==> config.mk <==
export PLATFORM = sky130hd
export DESIGN_NAME = mp3_playlist_ctrl
export DESIGN_NICKNAME = d
export VERILOG_FILES = /design/src/rtl/mp3_playlist_ctrl_pkg.sv /design/src/rtl/mp3_playlist_ctrl_lfsr8.sv /design/src/rtl/mp3_playlist_ctrl.sv
export SDC_FILE = /design/constraint.sdc
export NUM_CORES = 1
export LEC_CHECK = 0
export ABC_AREA = 1
export CORE_MARGIN = 4
export CORE_UTILIZATION = 46
export DETAILED_ROUTE_END_ITERATION = 6
export GPL_TIMING_DRIVEN = 0
export PLACE_DENSITY_LB_ADDON = 0.1
export SLEW_MARGIN = 0
export SYNTH_ARGS = -nofsm -noshare
export SYNTH_HDL_FRONTEND = slang
export SYNTH_SLANG_ARGS = --single-unit
==> constraint.sdc <==
create_clock -name clk -period 12.85 [get_ports clk]
set_input_delay 2.57 -clock clk [delete_from_list [all_inputs] [get_ports clk]]
set_output_delay 2.57 -clock clk [all_outputs]
set_load 0.03 [all_outputs]
==> src/rtl/mp3_playlist_ctrl_pkg.sv <==
// Shared types and constants for the MP3 playlist controller: state encoding,
// play-mode encodings, per-track word counts and track-id step helpers.
package mp3_playlist_ctrl_pkg;

  typedef enum logic [1:0] {
    ST_IDLE    = 2'd0,
    ST_PLAYING = 2'd1,
    ST_PAUSED  = 2'd2,
    ST_GAP     = 2'd3
  } state_e;

  localparam logic [1:0] MODE_SEQ     = 2'b00;
  localparam logic [1:0] MODE_REPEAT  = 2'b01;
  localparam logic [1:0] MODE_SHUFFLE = 2'b10;

  // Word count of each ROM image, indexed by track id.
  localparam logic [16:0] TRACK_LEN [16] = '{
    17'd6, 17'd5, 17'd3, 17'd7, 17'd4, 17'd8, 17'd8, 17'd8,
    17'd8, 17'd8, 17'd8, 17'd8, 17'd8, 17'd8, 17'd8, 17'd8
  };

  // 5-bit intermediates so that id+1 at 15 cannot wrap silently in 4 bits.
  function automatic logic [3:0] id_inc(input logic [3:0] id, input logic [4:0] n);
    logic [4:0] t;
    t = {1'b0, id} + 5'd1;
    if (t >= n) begin
      t = 5'd0;
    end else begin
      t = t;
    end
    return t[3:0];
  endfunction

  function automatic logic [3:0] id_dec(input logic [3:0] id, input logic [4:0] n);
    logic [4:0] t;
    if (id == 4'd0) begin
      t = n - 5'd1;
    end else begin
      t = {1'b0, id} - 5'd1;
    end
    return t[3:0];
  endfunction

endpackage

==> src/rtl/mp3_playlist_ctrl_lfsr8.sv <==
// Free-running 8-bit Fibonacci LFSR (taps 8,6,5,4) used to pick shuffle tracks.
module mp3_lfsr8 #(
  parameter logic [7:0] SEED = 8'hA5
) (
  input  logic       clk,
  input  logic       rst,
  output logic [7:0] q
);

  logic [7:0] q_q;
  logic [7:0] q_d;

  // Next LFSR state; a non-zero state never maps to zero.
  always_comb begin
    q_d = {q_q[6:0], q_q[7] ^ q_q[5] ^ q_q[4] ^ q_q[3]};
  end

  // LFSR register, reloaded with the seed on reset.
  always_ff @(posedge clk) begin
    if (!rst) begin
      q_q <= SEED;
    end else begin
      q_q <= q_d;
    end
  end

  assign q = q_q;

endmodule

==> src/rtl/mp3_playlist_ctrl.sv <==
// Playlist controller: play/pause/skip handling, end-of-track detection,
// inter-track gap timing and next-track selection for an MP3 player.
module mp3_playlist_ctrl
  import mp3_playlist_ctrl_pkg::*;
#(
  parameter int         NUM_TRACKS = 5,
  parameter int         GAP_CYCLES = 16,
  parameter logic [7:0] LFSR_SEED  = 8'hA5
) (
  input  logic        clk,
  input  logic        rst,
  input  logic        btn_play,
  input  logic        btn_next,
  input  logic        btn_prev,
  input  logic [1:0]  mode,
  input  logic        word_done,
  output logic [3:0]  music_id,
  output logic        play,
  output logic        switching,
  output logic [16:0] words_played
);

  localparam int            GW       = $clog2(GAP_CYCLES + 1);
  localparam logic [GW-1:0] GAP_LAST = GW'(GAP_CYCLES - 1);
  localparam logic [4:0]    NT5      = 5'(NUM_TRACKS);
  localparam logic [7:0]    NT8      = 8'(NUM_TRACKS);

  state_e        state_q, state_d;
  logic [3:0]    music_id_q, music_id_d;
  logic          play_q, play_d;
  logic          switching_q, switching_d;
  logic [16:0]   words_played_q, words_played_d;
  logic [GW-1:0] gap_cnt_q, gap_cnt_d;
  logic [7:0]    lfsr_s;
  logic [3:0]    shuf_id_s;
  logic [3:0]    auto_id_s;
  logic          eot_s;

  mp3_lfsr8 #(.SEED(LFSR_SEED)) u_lfsr (
    .clk (clk),
    .rst (rst),
    .q   (lfsr_s)
  );

  // Id chosen automatically at end of track, according to the play mode.
  always_comb begin
    shuf_id_s = 4'(lfsr_s % NT8);
    eot_s     = (words_played_q >= (TRACK_LEN[music_id_q] - 17'd1));
    case (mode)
      MODE_REPEAT:  auto_id_s = music_id_q;
      MODE_SHUFFLE: begin
        if (shuf_id_s == music_id_q) begin
          auto_id_s = id_inc(music_id_q, NT5);
        end else begin
          auto_id_s = shuf_id_s;
        end
      end
      default:      auto_id_s = id_inc(music_id_q, NT5);
    endcase
  end

  // Next-state logic; buttons are prioritised play > next > prev > word_done.
  always_comb begin
    state_d        = state_q;
    music_id_d     = music_id_q;
    words_played_d = words_played_q;
    gap_cnt_d      = gap_cnt_q;
    case (state_q)
      ST_IDLE: begin
        if (btn_play) begin
          state_d = ST_PLAYING;
        end else if (btn_next) begin
          music_id_d = id_inc(music_id_q, NT5);
        end else if (btn_prev) begin
          music_id_d = id_dec(music_id_q, NT5);
        end else begin
          state_d = ST_IDLE;
        end
      end
      ST_PLAYING: begin
        if (btn_play) begin
          state_d = ST_PAUSED;
        end else if (btn_next || btn_prev || (word_done && eot_s)) begin
          state_d        = ST_GAP;
          words_played_d = 17'd0;
          gap_cnt_d      = '0;
          if (btn_next) begin
            music_id_d = id_inc(music_id_q, NT5);
          end else if (btn_prev) begin
            music_id_d = id_dec(music_id_q, NT5);
          end else begin
            music_id_d = auto_id_s;
          end
        end else if (word_done && (words_played_q != 17'h1FFFF)) begin
          words_played_d = words_played_q + 17'd1;
        end else begin
          words_played_d = words_played_q;
        end
      end
      ST_PAUSED: begin
        if (btn_play) begin
          state_d = ST_PLAYING;
        end else if (btn_next || btn_prev) begin
          state_d        = ST_GAP;
          words_played_d = 17'd0;
          gap_cnt_d      = '0;
          music_id_d     = btn_next ? id_inc(music_id_q, NT5) : id_dec(music_id_q, NT5);
        end else begin
          state_d = ST_PAUSED;
        end
      end
      ST_GAP: begin
        if (gap_cnt_q == GAP_LAST) begin
          state_d   = ST_PLAYING;
          gap_cnt_d = '0;
        end else begin
          gap_cnt_d = gap_cnt_q + GW'(1);
        end
      end
      default: state_d = ST_IDLE;
    endcase
    play_d      = (state_d == ST_PLAYING);
    switching_d = (state_d == ST_GAP);
  end

  // State and output registers.
  always_ff @(posedge clk) begin
    if (!rst) begin
      state_q        <= ST_IDLE;
      music_id_q     <= 4'd0;
      play_q         <= 1'b0;
      switching_q    <= 1'b0;
      words_played_q <= 17'd0;
      gap_cnt_q      <= '0;
    end else begin
      state_q        <= state_d;
      music_id_q     <= music_id_d;
      play_q         <= play_d;
      switching_q    <= switching_d;
      words_played_q <= words_played_d;
      gap_cnt_q      <= gap_cnt_d;
    end
  end

  assign music_id     = music_id_q;
  assign play         = play_q;
  assign switching    = switching_q;
  assign words_played = words_played_q;

endmodule

==> run_results.csv, run 1 <==
group,metric,value,unit
die,die_w,93.6,um
synth,synth.most_common_cell,"nand2_1",
setup_path,cp.required,13.07,ns
timing,tns,0,ns
timing,final_max_slew_viol_count,0,
synth,synth_area_leader_cell,"dfxtp_1",
synth,synth_edf_count,0,
die,dieArea,8760,um^2
synth,synthArstFlopShare,0,%
power_and_ir_drop,peakVddDrop,0.0697,mV
setup_path,crit_path_max_incr_delay,0.34,ns
power_and_ir_drop,p_per_area,133,nW/um^2
setup_path,worstPathMaxFanout,7,
routing,route.detailed.drc,0,
timing,fin_crit_sh,37.4,%
grt,track_usage,19.3,%
timing,min_period,4.80,ns
timing,worst_slack,8.05,ns
clocking,clock_path_buffers,2,
synth,netlist_area,3370,um^2
clocking,cts.sinks,38,
finish,area_growth,14.9,%
flow_run,max-cap-violations,0,
grt,grt_max_degree,12,
setup_path,worst-setup-path-type,"flop to flop",
synth,synth_area_leaders,"dfxtp_1 23%, nand2_1 13%, ha_1 12%",
die,core,6940,um^2
clocking,cts_setup_buffers,0,
setup_path,crit_top_cell,"nand2_1",
timing,max_slew_margin,63.5,%
routing,routed_wl,7830,um
finish,nNetsFinal,603,
routing,vias_per_cell,5.10,
routing,dr.pass1.iters,5,
place,dp_hpwl,6230,um
clocking,cts_tree,"built",
routing,detail_route.wl_per_cell,11.9,um
synth,syn_inst,526,
setup_path,worstSetupEndpointType,"flop",
synth,syn_avg_cell_area,6.41,um^2
power_and_ir_drop,power_leakage,1.83,nW
place,pre_cts_ws,7.96,ns
synth,ys_seq_area_share,22.6,%
routing,drt_iter0_drc,135,
grt,antenna_found_initial,0,
finish,antenna_cells,0,
place,gp_congestion,0.934,
min_path,hp-class,"flop to flop",
synth,synth.top_cell.area_share,22.6,%
die,io_pins,31,
clocking,cts-root-buf,"clkbuf_8",
grt,grt_pass1_vias,3260,
clocking,cts_buffers,5,
synth,synth.yosys.warnings,0,
synth,synth-seq-cells,38,
timing,clock_skew,0.00698,ns
routing,detail-route-antenna-nets,0,
grt,grt_pass1_wl,14200,um
timing,hold_viol_final,0,
routing,vias,3362,
setup_path,cp.arrival,5.02,ns
clocking,cts-htree-levels,2,
timing,fmax,0.208,GHz
die,die-height,93.6,um
grt,overflow,0,
synth,synth_top_flop_cell,"dfxtp_1",
synth,ys_types,44,
synth,synthesis.nets,567,
finish,drive_above_1_share,9.95,%
run_status,status,"finished, final reports clean",
die,start_util,48.6,%
synth,synthTopCellsByCount,"118 x nand2_1, 69 x inv_1, 49 x nor2_1",
setup_path,crit_slowest_cell,"dfxtp_1",
clocking,hold_buffers,0,
die,num_rows,30,
place,portBuffers,29,
clocking,clkSlewWorstSetupHoldPaths,0.08,ns
timing,rsz0062_at_grt,"no",
clocking,clock_latency,0.29,ns
timing,worst_slew_pin_slew,0.533,ns
setup_path,startpoint_type,"flop",
clocking,cts_resized,0,
timing,setup_viol,0,
## flip-flops by register name (all words and copies together), names as in the netlist
signal / flops
state_q: 2
words_played: 17
play: 1
gap_cnt_q: 5
switching: 1
u_lfsr.q: 8
music_id: 4
## layer usage
metal / vias up / track usage [%] / part of all wire (%) / wire length (um)
met4: 0 / 4.57 / 1.4 / 106
met2: 36 / 34.7 / 49 / 3810
met1: 1505 / 24.2 / 48 / 3760
li1: 1812 / - / - / -
met3: 9 / 2.57 / 1.9 / 152
met5: - / 0 / 0 / 0
## where the power goes
part | internal, W | switching [W] | leakage [nW] | total, W
clock network | 0.0000433 | 0.0000418 | 0.0482 | 0.0000851
registers | 0.000124 | 0.00000759 | 0.311 | 0.000131
logic | 0.000103 | 0.000198 | 1.47 | 0.000301
total | 0.000270 | 0.000247 | 1.83 | 0.000517
## through the flow
| stage | power [W] | hold slack (ns) | util (%) | std cells | area [um^2] |
|---|---|---|---|---|---|
| 2_1_floorplan | 0.000375 | 0.433 | - | 526 | 3370 |
| 3_3_place_gp | 0.000428 | 0.444 | 54.5 | 651 | 3780 |
| 3_5_place_dp | 0.000433 | 0.454 | 54.5 | 651 | 3780 |
| 4_1_cts | 0.000521 | 0.466 | 55.8 | 659 | 3870 |
| 5_1_grt | 0.000573 | 0.477 | 55.8 | 659 | 3870 |
| 6_report | 0.000517 | 0.464 | 55.8 | 659 | 3870 |
## final cells by class
class	instances	area (um^2)
Clock inverter	1	5.00
Timing Repair Buffer	29	290
Buffer	8	31.3
Clock buffer	7	86.3
Multi-Input combinational cell	402	2290
Tap cell	96	120
Sequential cell	38	761
Inverter	78	293
Fill cell	712	3070
## cell usage in the layout (no fill, tap or decap), types with 2 or more instances in the layout
| master | synthesis | final |
|---|---|---|
| ha_1 | 33 | 33 |
| clkbuf_1 | 7 | 8 |
| a21oi_2 | 4 | 4 |
| o21ai_0 | 20 | 20 |
| nand3_2 | 6 | 6 |
| nor3_1 | 14 | 14 |
| nand4_1 | 14 | 14 |
| clkbuf_8 | 0 | 6 |
| a221oi_1 | 2 | 2 |
| dfxtp_1 | 38 | 38 |
| nand3_1 | 43 | 43 |
| nor4_1 | 4 | 4 |
| inv_1 | 69 | 69 |
| nor2_2 | 6 | 6 |
| clkdlybuf4s50_1 | 0 | 29 |
| xor2_1 | 6 | 6 |
| a211oi_1 | 2 | 2 |
| nor2_1 | 49 | 49 |
| a21oi_1 | 32 | 32 |
| a22oi_1 | 2 | 2 |
| xnor2_1 | 2 | 2 |
| or2_2 | 5 | 5 |
| nand2_2 | 14 | 14 |
| nand2_1 | 118 | 118 |
| o21a_1 | 8 | 8 |
| inv_2 | 8 | 8 |
## logic make-up after synthesis
family,synth area share (%)
AO/OA/AOI/OAI,14.2
XOR/XNOR,2.08
adder cells (fa/ha/maj),12.2
buffers and inverters,9.61
flip-flops,22.6
AND/OR/NAND/NOR,39.3
## worst max-delay path: cells and delay by family, from the launching register on
kind,cells,cell delay [ns]
AOI/OAI and AO/OA,1,0.13
adders and majority gates,3,0.58
buffers and inverters,5,0.33
DFF,1,0.34
and+or+nand+nor,35,3.35
## final timing paths
kind         slack [ns]  cells past startpoint         start           end
min                0.46                      2  gap_cnt_q[4]  gap_cnt_q[4]
max reg2reg        8.05                     44   u_lfsr.q[6]   music_id[0]
max                8.05                     44   u_lfsr.q[6]   music_id[0]
min reg2reg        0.46                      2  gap_cnt_q[4]  gap_cnt_q[4]
No activity file was read; power rests on OpenSTA's default activity.
==> run 2, diff against run 1 <==
==> constraint.sdc (replaced) <==
create_clock -name clk -period 4.55 [get_ports clk]
set_input_delay 0.91 -clock clk [delete_from_list [all_inputs] [get_ports clk]]
set_output_delay 0.91 -clock clk [all_outputs]
set_load 0.03 [all_outputs]
==> run_results.csv, run 2 (synthesis gave the netlist of run 1 again) <==
group,metric,value,unit
run_status,status,"finished, final reports clean",
setup_path,worstPathMaxFanout,7,
clocking,cts-htree-levels,2,
min_path,hp-class,"flop to flop",
grt,grt_pass1_vias,3307,
finish,fill_cells,662,
timing,worst_slew_pin_slew,0.533,ns
routing,dr.pass1.iters,5,
timing,fmax,0.231,GHz
setup_path,startpoint_type,"flop",
power_and_ir_drop,p_per_area,387,nW/um^2
finish,nNetsFinal,625,
timing,max_slew_margin,63.5,%
timing,hold_viol_final,0,
setup_path,worstSetupEndpointType,"flop",
place,place_inst,651,
die,die-height,93.6,um
routing,vias_per_cell,5.16,
place,dp_hpwl,6230,um
grt,antenna_found_initial,0,
routing,drt_iter0_drc,117,
timing,clock_skew,0.00585,ns
timing,setup_viol,0,
timing,hold_ws,0.464,ns
setup_path,crit_slowest_cell,"dfxtp_2",
clocking,cts.sinks,38,
grt,overflow,0,
setup_path,cp.arrival,4.55,ns
setup_path,crit_top_cell,"nand2_2",
timing,min_period,4.33,ns
timing,fin_crit_sh,95.1,%
timing,worst_slack,0.222,ns
die,io_pins,31,
routing,vias,3517,
clocking,clock_path_buffers,2,
clocking,cts-root-buf,"clkbuf_8",
die,num_rows,30,
finish,drive_above_1_share,22.9,%
grt,grt_max_degree,12,
place,pre_cts_ws,-0.246,ns
finish,largest_register_ff_count,17,
finish,final_common_cell,"nand2_1",
setup_path,cp.required,4.77,ns
flow_run,max-cap-violations,0,
power_and_ir_drop,peakVddDrop,0.204,mV
grt,track_usage,19.4,%
clocking,hold_buffers,0,
grt,grt_pass1_wl,14300,um
routing,routed_wl,8480,um
setup_path,r2r_slack,0.22,ns
clocking,clock_latency,0.29,ns
finish,layoutNonFillerInstCount,681,
finish,layout_common_cells,"94 x nand2_1, 63 x inv_1, 48 x nor2_1",
routing,detail_route.wl_per_cell,12.5,um
place,gp_congestion,0.934,
power_and_ir_drop,power_leakage,1.99,nW
die,core,6940,um^2
clocking,cts_buffers,5,
die,dieArea,8760,um^2
power_and_ir_drop,p_total,0.00168,W
die,start_util,48.6,%
place,portBuffers,29,
routing,route.detailed.drc,0,
routing,detail-route-antenna-nets,0,
die,die_w,93.6,um
setup_path,crit_path_max_incr_delay,0.35,ns
timing,rsz0062_at_grt,"yes",
finish,antenna_cells,0,
clocking,cts_tree,"built",
setup_path,worst-setup-path-type,"flop to flop",
finish,area_growth,28.6,%
timing,final_max_slew_viol_count,0,
clocking,clkSlewWorstSetupHoldPaths,0.08,ns
run 2: metal layers:
| metal | vias to the layer above | share of wire [%] | wire (um) | GRT usage [%] |
|---|---|---|---|---|
| li1 | 1859 | - | - | - |
| met1 | 1603 | 46 | 3860 | 24.3 |
| met2 | 46 | 51 | 4330 | 35.1 |
| met3 | 9 | 2.2 | 188 | 2.57 |
| met4 | 0 | 1.1 | 97 | 4.57 |
| met5 | - | 0 | 0 | 0 |
run 2: final timing paths:
check / startpoint / endpoint / cells after the start
hold / removal: gap_cnt_q[4] / gap_cnt_q[4] / 2
setup / recovery: u_lfsr.q[6] / music_id[2] / 42
setup reg to reg: u_lfsr.q[6] / music_id[2] / 42
hold reg to reg: gap_cnt_q[4] / gap_cnt_q[4] / 2
run 2: power by group:
group / internal, W / switching (W)
sequential: 0.000350 / 0.0000238
combinational: 0.000406 / 0.000655
clock: 0.000122 / 0.000121
run 2: critical path, delay by kind of cell, from the launching register on:
family                     cells  cell delay, ns
and+or+nand+nor               32            2.86
adders and majority gates      3            0.46
DFF                            1            0.35
AOI/OAI and AO/OA              2            0.30
buffers and inverters          5            0.28
run 2: final cells by class:
type / count / area [um^2] / area share, %
Clock buffer: 7 / 86.3 / 1.99
Sequential cell: 38 / 768 / 17.7
Multi-Input combinational cell: 402 / 2560 / 59.1
Timing Repair Buffer: 51 / 455 / 10.5
Inverter: 78 / 302 / 6.95
Clock inverter: 1 / 5.00 / 0.115
Buffer: 8 / 37.5 / 0.865
Tap cell: 96 / 120 / 2.77
run 2: what timing repair did:
action | in CTS | in global routing
resized for setup | 10 | 76
pin swaps | 5 | 23
cloned | 0 | 0
endpoints found under the setup margin | 9 | 25
setup buffers | 4 | 18
run 2: stage by stage:
stage	TNS [ns]	cell area (um^2)	util, %
finish	0	4340	62.5
global route	-0.418	4340	62.5
CTS	0	3940	56.7
detailed placement	-0.961	3780	54.5
global placement	-0.548	3780	54.5
floorplan	0	3370	-
==> run 3, diff against run 2 <==
--- a/config.mk
+++ b/config.mk
@@ -6,7 +6,7 @@
 export NUM_CORES = 1
 export LEC_CHECK = 0
 export ABC_AREA = 1
-export CORE_MARGIN = 4
+export ABC_CLOCK_PERIOD_IN_PS = 4550
 export CORE_UTILIZATION = 46
 export DETAILED_ROUTE_END_ITERATION = 6
 export GPL_TIMING_DRIVEN = 0
@@ -14,4 +14,5 @@
 export SLEW_MARGIN = 0
 export SYNTH_ARGS = -nofsm -noshare
 export SYNTH_HDL_FRONTEND = slang
+export SYNTH_HIERARCHICAL = 1
 export SYNTH_SLANG_ARGS = --single-unit
==> run_results.csv, run 3 <==
group,metric,value,unit
timing,min_period,4.39,ns
synth,synth.yosys.warnings,6,
synth,synthArstFlopShare,0,%
timing,max_slew_margin,61.8,%
timing,fmax,0.228,GHz
setup_path,crit_path_max_incr_delay,0.39,ns
finish,final_area,4570,um^2
synth,ys_types,45,
synth,synth.most_common_cell,"nand2_1",
clocking,clock_latency,0.29,ns
synth,synthesis.nets,592,
clocking,clkSlewWorstSetupHoldPaths,0.08,ns
place,portBuffers,30,
clocking,cts-htree-levels,2,
grt,grt_max_degree,14,
synth,synth_fa_ha_area_share,11.3,%
routing,drt_iter0_drc,187,
timing,final_max_slew_viol_count,0,
power_and_ir_drop,p_per_area,432,nW/um^2
routing,wl_met3,346,um
place,gp_congestion,0.948,
synth,synthXorXnorAreaFrac,2.23,%
timing,fin_crit_sh,96.4,%
setup_path,worst-setup-path-type,"flop to flop",
power_and_ir_drop,p_total,0.00197,W
finish,antenna_cells,0,
die,start_util,48.2,%
timing,worst_slack,0.163,ns
grt,grt_pass1_vias,3023,
setup_path,startpoint_type,"flop",
die,num_rows,31,
synth,synth_edf_count,0,
synth,synth-compound-area-share,13.6,%
synth,synthTopCellsByCount,"128 x nand2_1, 75 x inv_1, 55 x nor2_1",
routing,vias_per_cell,5.24,
timing,clock_skew,0.00857,ns
synth,syn_inst,552,
timing,rsz0062_at_grt,"yes",
synth,synthSimpleGateAreaFrac,40.0,%
finish,final_common_cell,"nand2_1",
finish,drive_above_1_share,24.8,%
finish,layout_common_cells,"104 x nand2_1, 67 x inv_1, 54 x nor2_1",
finish,largest_register_ff_count,17,
synth,ys_seq_area_share,21.5,%
clocking,clock_path_buffers,2,
power_and_ir_drop,power_leakage,2.15,nW
die,core,7330,um^2
die,io_pins,31,
timing,hold_viol_final,0,
die,dieArea,8030,um^2
clocking,cts.sinks,38,
routing,top_layer,"met4",
run_status,status,"finished, final reports clean",
setup_path,cp.required,4.77,ns
place,pre_cts_ws,-0.311,ns
power_and_ir_drop,peakVddDrop,0.176,mV
grt,track_usage,21.5,%
die,die_w,89.6,um
clocking,cts_tree,"built",
finish,nNetsFinal,651,
routing,detail_route.wl_per_cell,12.9,um
flow_run,max-cap-violations,0,
routing,routed_wl,9150,um
synth,synth-seq-cells,38,
routing,dr.pass1.iters,5,
routing,wl_met2,4130,um
grt,antenna_found_initial,0,
synth,syn_avg_cell_area,6.40,um^2
routing,detail-route-antenna-nets,0,
finish,fill_cells,681,
synth,netlist_area,3530,um^2
die,die-height,89.6,um
setup_path,crit_top_cell,"nand2_2",
grt,grt_pass1_wl,13500,um
grt,overflow,0,
setup_path,cp.arrival,4.61,ns
synth,synth_top_family_by_area,"simple AND/OR/NAND/NOR gates",
setup_path,crit_slowest_cell,"dfxtp_4",
place,placed_area,3960,um^2
synth,synth.top_cell.area_share,21.5,%
clocking,cts_buffers,5,
synth,synth_area_leader_cell,"dfxtp_1",
min_path,hp-class,"flop to flop",
timing,setup_viol,0,
routing,route.detailed.drc,0,
clocking,cts-root-buf,"clkbuf_8",
timing,worst_slew_pin_slew,0.573,ns
synth,synth_top_flop_cell,"dfxtp_1",
setup_path,worstSetupEndpointType,"flop",
place,dp_hpwl,6570,um
routing,vias,3725,
finish,area_growth,29.4,%
synth,synth_area_leaders,"dfxtp_1 22%, nand2_1 14%, ha_1 11%",
routing,wl_met1,4580,um
setup_path,worstPathMaxFanout,8,
synth,synthMuxAreaShare,0,%
## run 3: changes by cell type in the layout (fill, tap and decap cells not counted), sizes merged, moves of 4 or more
cell    before  now
nand2      133  150
inv         77   84
nor2        56   62
o21ai       22   17
o21a         8    0
buf         23   31
clkbuf      14    8
nand4       15   19
## run 3: logic make-up after synthesis
group,after synthesis
flip-flops,38
buffers and inverters,98
AND/OR/NAND/NOR,299
AO/OA/AOI/OAI,76
XOR/XNOR,9
adder cells (fa/ha/maj),32
## run 3: path summary, 6_finish.rpt
kind                     from           to  slack (ns)  cells past startpoint
setup / recovery  u_lfsr/q[5]  music_id[0]        0.16                     44
hold / removal    u_lfsr/q[2]  u_lfsr/q[3]        0.43                      2
setup reg to reg  u_lfsr/q[5]  music_id[0]        0.16                     44
hold reg to reg   u_lfsr/q[2]  u_lfsr/q[3]        0.43                      2
## run 3: layout make-up
type                            instances  area [um^2]  area share (%)
Multi-Input combinational cell        416         2620            57.3
Clock inverter                          3         68.8            1.51
Clock buffer                            5         68.8            1.51
Sequential cell                        38          781            17.1
Timing Repair Buffer                   56          512            11.2
Inverter                               86          348            7.61
Buffer                                  8         48.8            1.07
Tap cell                               99          124            2.71
## run 3: worst max-delay path: cells and delay by family (launching register included)
kind / cells / cell delay [ns]
adder cells (fa/ha/maj): 3 / 0.47
AND/OR/NAND/NOR: 32 / 2.57
AO/OA/AOI/OAI: 3 / 0.53
flip-flops: 1 / 0.39
buffers and inverters: 6 / 0.36
## run 3: stage by stage
step | TNS [ns] | utilization, % | hold WS [ns] | std cells
4_1_cts | 0 | 56.9 | 0.437 | 694
3_5_place_dp | -3.07 | 54.0 | 0.421 | 681
5_1_grt | -0.738 | 62.3 | 0.451 | 711
6_report | 0 | 62.3 | 0.427 | 711
2_1_floorplan | 0 | - | 0.404 | 552
3_3_place_gp | -2.60 | 54.0 | 0.415 | 681
## run 3: per-layer routing
layer  vias up  GRT usage, %
met1      1705          31.9
met2        76          33.2
li1       1934             -
met3        10          3.11
met5         -             0
met4         0          3.90
## run 3: timing repair
item                                    CTS  global route
resized for setup                        12            80
hold buffers                              0             0
endpoints found under the setup margin   13            21
pin swaps                                12            39
buffers inserted                          5            21
## run 3: power breakdown
| part | leakage (nW) | switching, W | internal [W] |
|---|---|---|---|
| Sequential | 0.313 | 0.0000359 | 0.000359 |
| Combinational | 1.76 | 0.000754 | 0.000477 |
| Clock | 0.0683 | 0.000127 | 0.000220 |
| Total | 2.15 | 0.000916 | 0.00106 |
